==> src/rtl/regfile_dump.sv <==
// regfile_dump: debug read-out engine for the CPU register file.
// On a start pulse it walks registers 0..NREGS-1 through a single read port and
// streams a byte frame over valid/ready: header, 4 little-endian bytes per
// register, then an XOR checksum of the register bytes (header excluded).
module regfile_dump #(
  parameter int          NREGS  = 32,
  parameter int          ADDR_W = 5,
  parameter logic [7:0]  HEADER = 8'hA5
) (
  input  logic              clk,
  input  logic              rst,
  input  logic              start,
  output logic [ADDR_W-1:0] rd_addr,
  input  logic [31:0]       rd_data,
  output logic              out_valid,
  input  logic              out_ready,
  output logic [7:0]        out_data,
  output logic              busy,
  output logic              done
);

  localparam logic [2:0] S_IDLE = 3'd0;
  localparam logic [2:0] S_HDR  = 3'd1;
  localparam logic [2:0] S_LOAD = 3'd2;
  localparam logic [2:0] S_BYTE = 3'd3;
  localparam logic [2:0] S_CSUM = 3'd4;

  localparam logic [ADDR_W-1:0] LAST_IDX = ADDR_W'(NREGS - 1);

  logic [2:0]        state;
  logic [ADDR_W-1:0] idx;
  logic [1:0]        byte_sel;
  logic [7:0]        csum;
  logic [31:0]       word;
  logic [1:0]        next_sel;
  logic [7:0]        next_byte;
  logic              accept;

  assign accept   = out_valid && out_ready;
  assign next_sel = byte_sel + 2'd1;

  // Select the byte of the latched word that follows the one currently on out_data.
  always_comb begin
    next_byte = word[7:0];
    case (next_sel)
      2'd0:    next_byte = word[7:0];
      2'd1:    next_byte = word[15:8];
      2'd2:    next_byte = word[23:16];
      default: next_byte = word[31:24];
    endcase
  end

  // Frame sequencer: out_data/out_valid are loaded one cycle ahead so they are
  // registered outputs, and everything holds while a byte waits for out_ready.
  always_ff @(posedge clk or posedge rst) begin
    if (rst) begin
      state     <= S_IDLE;
      rd_addr   <= '0;
      out_valid <= 1'b0;
      out_data  <= 8'h00;
      busy      <= 1'b0;
      done      <= 1'b0;
      idx       <= '0;
      byte_sel  <= 2'd0;
      csum      <= 8'h00;
      word      <= 32'h0;
    end else begin
      done <= 1'b0;
      case (state)
        S_IDLE: begin
          if (start) begin
            state     <= S_HDR;
            busy      <= 1'b1;
            idx       <= '0;
            csum      <= 8'h00;
            out_valid <= 1'b1;
            out_data  <= HEADER;
          end
        end
        S_HDR: begin
          if (accept) begin
            state     <= S_LOAD;
            out_valid <= 1'b0;
            rd_addr   <= idx;
          end
        end
        S_LOAD: begin
          word      <= rd_data;
          byte_sel  <= 2'd0;
          out_data  <= rd_data[7:0];
          out_valid <= 1'b1;
          state     <= S_BYTE;
        end
        S_BYTE: begin
          if (accept) begin
            csum <= csum ^ out_data;
            if (byte_sel != 2'd3) begin
              byte_sel <= next_sel;
              out_data <= next_byte;
            end else if (idx == LAST_IDX) begin
              state    <= S_CSUM;
              out_data <= csum ^ out_data;
            end else begin
              idx       <= idx + 1'b1;
              rd_addr   <= idx + 1'b1;
              out_valid <= 1'b0;
              state     <= S_LOAD;
            end
          end
        end
        S_CSUM: begin
          if (accept) begin
            state     <= S_IDLE;
            out_valid <= 1'b0;
            busy      <= 1'b0;
            done      <= 1'b1;
          end
        end
        default: begin
          state     <= S_IDLE;
          out_valid <= 1'b0;
          busy      <= 1'b0;
        end
      endcase
    end
  end

endmodule
==> config.mk <==
export PLATFORM = sky130hd
export DESIGN_NAME = regfile_dump
export DESIGN_NICKNAME = d
export VERILOG_FILES = /design/src/rtl/regfile_dump.sv
export SDC_FILE = /design/constraint.sdc
export NUM_CORES = 1
export LEC_CHECK = 0
export ABC_AREA = 1
export ABC_CLOCK_PERIOD_IN_PS = 2500
export CAP_MARGIN = 20
export CELL_PAD_IN_SITES_DETAIL_PLACEMENT = 1
export CELL_PAD_IN_SITES_GLOBAL_PLACEMENT = 1
export CORE_MARGIN = 1
export CORE_UTILIZATION = 39
export DETAILED_ROUTE_END_ITERATION = 10
export HOLD_SLACK_MARGIN = 0.15
export PLACE_DENSITY = 0.77
export SYNTH_ARGS = -nofsm -noshare
export SYNTH_HDL_FRONTEND = slang
export SYNTH_SLANG_ARGS = --single-unit
==> constraint.sdc <==
create_clock -name clk -period 2.5 [get_ports clk]
set_input_delay 0.375 -clock clk [delete_from_list [all_inputs] [get_ports clk]]
set_output_delay 0.375 -clock clk [all_outputs]
set_load 0.005 [all_outputs]
# [Word level (Yosys, flattened, before mapping)]
# Index checks and enable logic that the tools add are counted.
[classes] n_addsub=2 n_mul=0 n_div=0 n_lt_le_gt_ge=0 n_eq_ne=17 shifts=0 muxes=35 n_bitwise=2 n_reduce_logical=17
[op_table] op="$mux 8" count=6
[op_table] op="$pmux 8 s3" count=2
[op_table] op="$mux 5" count=5
[op_table] op="$pmux 5 s2" count=2
[op_table] op="$reduce_and 5->1" count=4
[op_table] op="$mux 3" count=6
[op_table] op="$ne 2x2->1 const B" count=8
[op_table] op="$pmux 8 s2" count=1
[op_table] op="$pmux 3 s5" count=1
[op_table] op="$reduce_and 3->1" count=3
[op_table] op="$xor 8x8->8" count=1
[op_table] op="$mux 1" count=7
[op_table] op="$eq 3x2->1 const B" count=2
[op_table] op="$reduce_bool 2->1" count=3
[op_table] op="$add 5x1->5 const B" count=1
[op_table] op="$eq 5x5->1 const B" count=1
[op_table] op="$mux 2" count=2
[op_table] op="$pmux 1 s4" count=1
[op_table] op="$pmux 2 s2" count=1
[op_table] op="$reduce_and 4->1" count=1
[op_table] op="$eq 3x1->1 const B" count=1
[op_table] op="$eq 3x3->1 const B" count=1
[op_table] op="$logic_not 3->1" count=1
[op_table] op="$ne 3x3->1 const B" count=1
[op_table] op="11 further kinds" count=11
[word_totals] regBits=66 latchBits=0 ram_bits=0 romBits=0 input_bits=36 out_inout_bits=16 wordCells=83 mem_count=0

# [Longest topological paths before layout]
[depth] ltp_word=6 mapped_depth=11 ltp_nobuf=11

# [Worst setup path after synthesis]
# Ideal clock, no wire load.
[synth_timing] path_kind="register to register" startpoint="reg idx[0]" endpoint="reg out_data[7]" setup_ns=0.116 t_arrival_ns=1.433 slack_ns=0.950 path_stages_with_launch=12 cell_sequence="dfrtp_1 -> ha_1 -> nand2_1 -> nor2_1 -> ha_1 -> nor2_1 -> nand2_2 -> nand2_2 -> nor2_4 -> inv_2 -> nand2_1 -> nand2_1"
[synth_via] elab_chain_cells=3
[synth_rtl] element="from (decl)" line_no="31" text="logic [ADDR_W-1:0] idx;"
[synth_rtl] element="from (signal assigned)" line_no="104" text="idx <= idx + 1'b1;"
[synth_rtl] element="$eq 5x5->1" line_no="100" text="end else if (idx == LAST_IDX) begin"
[synth_rtl] element="$ne 3x3->1 (no source line)"
[synth_rtl] element="$reduce_and 4->1 (no source line)"
[synth_rtl] element="to (signal assigned)" line_no="90" text="out_data <= rd_data[7:0];"
[synth_rtl] element="to (signal assigned)" line_no="99" text="out_data <= next_byte;"
[synth_rtl] element="to (signal assigned)" line_no="102" text="out_data <= csum ^ out_data;"
[synth_rtl] element="to (decl)" line_no="17" text="output logic [7:0] out_data,"
# Every way passes these cells.
# A chain may end at the register's enable or synchronous reset.

# [Worst setup path in the final report]
[layout_timing] startpoint="reg state[0]" endpoint="reg idx[0]"
[layout_via] elab_chain_cells=3
[layout_rtl] element="from (decl)" line_no="30" text="logic [2:0] state;"
[layout_rtl] element="from (signal assigned)" line_no="57" text="state <= S_IDLE;"
[layout_rtl] element="from (signal assigned)" line_no="72" text="state <= S_HDR;"
[layout_rtl] element="from (signal assigned)" line_no="82" text="state <= S_LOAD;"
[layout_rtl] element="$eq 3x2->1 or $logic_not 3->1 (tied branches)" line_no="69" text="case (state)"
[layout_rtl] element="$ne 2x2->1 (no source line) or $reduce_bool 2->1 (tied branches)"
[layout_rtl] element="$reduce_and 5->1 (no source line)"
# Parallel ways exist; a longest one is shown, timed or not.

==> metrics.yaml <==
final_cells: 650
cts_hold_buf: 0
rr_worst_depth: 7
drt_iter0_drc: 110
boundaryPins: 52
ys_seq_elements: 66
setup_slack_ns: 0.516
area_growth_pct: 21.9
clk_latency_ns: 0.35
required_ns: 2.74
cp-start-kind: "flip-flop"
layout_common_cells: "nand2_1, dfrtp_1, inv_1"
ir_worst_vdd_v: 0.000447
multiInputGateArea_um2: 1560
io_buffers: 51
status: "finished, final reports clean"
cts_resized: 0
period_needed_ns: 1.98
yosysTopAreaCell: "dfrtp_1"
r2r_slack_ns: 0.52
fin_skew_ns: 0.0116
initial_utilization_pct: 40.3
drc_errors: 0
dr.pass1.iters: 4
synth-xor-area-share_pct: 0
regArea_um2: 1650
dieArea_um2: 9450
synth_top_family_by_area: "simple AND/OR/NAND/NOR gates"
fin_crit_sh_pct: 79.4
rows: 34
cts_root_buf: "clkbuf_8"
leakagePower_nw: 2.25
synth_top_area_share_pct: 46.7
ys_types: 27
die_y_um: 97.2
core-area_um2: 8760
grt_pass1_wl_um: 15900
maxSlewHeadroom_pct: 63.4
synth_area_leaders: "dfrtp_1, nand2_1, inv_1, nor2_1, o21ai_0"
wl_per_cell_um: 13.9
nets: 582
drive_gt1_share_pct: 7.20
muxShareOfSynthArea_pct: 0
path_max_fanout: 22
hpwlAfterDp_um: 6880
finalPower_mw: 4.78
netlist_area_um2: 3540
timing.rr.start: "state[0]$_DFFE_PP0P_"
layout.cells.most_common: "nand2_1"
powerDensity_nw_per_um2: 1110
track_usage_pct: 21.0
dieWidth_um: 97.2
postSynthAreaPerCell_um2: 7.23
antenna_found_initial: 0
setup_viol: 0
viasPerCell: 4.77
antenna_left: 0
wirelength_um: 9010
rsz0062_at_grt: "no"
htree_levels: 3
cts_made_buffers: 9
synth-edff-count: 0
critical_path.endpoint: "idx[0]$_DFFE_PP0P_"
place_ws_ns: 0.358
grt_max_degree: 34
r2r-end: "idx[0]$_DFFE_PP0P_"
drv_slew: 0
cts.path.max_buffers: 2
cp-end-kind: "flip-flop"
nFillCells: 1128
synth_nets: 533
diodes: 0
cp.arrival_ns: 2.22
yosys.area_share.simple_pct: 34.4
cts_setup_buffers: 0
via_count: 3100
synthCells: 489
seq_area_frac_synth_pct: 46.7
place_inst: 635
worst_pin_slew_ns: 0.549
hold_ws_ns: 0.328
overflow: 0
clock-sinks: 66
setup_tns_ns: 0
crit_start: "state[0]$_DFFE_PP0P_"
ys_warn_count: 0
worstHoldPathType: "in -> async"
cts_tree: "done"
clk_pin_slew_worst_paths_ns: 0.08
critPathKind: "reg -> reg"
gp_congestion: 0.862
clock.fmax_mhz: 504
synth-async-reset-ratio_pct: 100
synth_adder_area_share_pct: 2.83
hold_violations: 0
grt_pass1_vias: 3313
synth_compound_area_share_pct: 7.04
synth_flop_cell: "dfrtp_1"
drv_cap: 0
where the power goes:
part	internal (mW)	switching, mW
sequential	1.49	0.295
clock	0.480	0.404
combinational	0.779	1.33
stage by stage:
step           instance area [um2]  utilization [%]
2_1_floorplan                 3540                -
3_3_place_gp                  4120             47.1
3_5_place_dp                  4120             47.1
4_1_cts                       4310             49.2
5_1_grt                       4310             49.2
6_report                      4310             49.2
registers in the layout (all words and copies together), names as in the netlist:
register	flops
busy	1
byte_sel	2
csum	8
done	1
idx	5
out_data	8
out_valid	1
rd_addr	5
state	3
word	32
layer usage:
layer | vias to the layer above | GRT usage (%) | wire (um)
met5 | - | 0 | 0
met3 | 9 | 3.02 | 166
met2 | 34 | 35.3 | 4350
met4 | 0 | 8.14 | 144
li1 | 1582 | - | -
met1 | 1475 | 27.4 | 4340
cell usage after synthesis, types with 2 or more instances:
cell	number
ha_1	8
nor2_4	4
nand3_1	20
nand2_1	218
inv_2	4
buf_6	3
buf_2	8
a21oi_1	9
clkbuf_1	5
o21ai_1	12
inv_1	53
nand2_2	4
nor2_1	36
dfrtp_1	66
nand3b_1	2
nor2_2	3
o21ai_0	24
area by class of cell:
cell class | instances | share of cell area [%]
multi-input combinational | 348 | 36.3
clock inverter | 3 | 0.929
clock buffer | 12 | 3.37
timing repair buffer | 55 | 12.8
sequential | 66 | 38.3
tap | 108 | 3.14
inverter | 58 | 5.11
critical path, stage by stage, from the launching register on:
cell and delay (ns):
dfrtp_1 0.60, nand3_4 0.30, nand2_1 0.16, inv_2 0.05, nor2_4 0.38, nand2_1 0.22, nand2_1 0.12, nand2_1 0.05
cell families after synthesis:
kind of cell,after synthesis
adders and majority gates,8
AOI/OAI and AO/OA,48
buffers and inverters,75
DFF,66
and+or+nand+nor,292
how the worst min path moves through the flow:
stage | end | cells past startpoint
after floorplan | word[20]$_DFFE_PP0P_ | 2
after global placement | word[16]$_DFFE_PP0P_ | 2
after detailed placement | word[16]$_DFFE_PP0P_ | 2
after CTS | word[3]$_DFFE_PP0P_ | 2
after global routing | word[3]$_DFFE_PP0P_ | 2
final | word[3]$_DFFE_PP0P_ | 2
(Power assumes the default switching activity.)
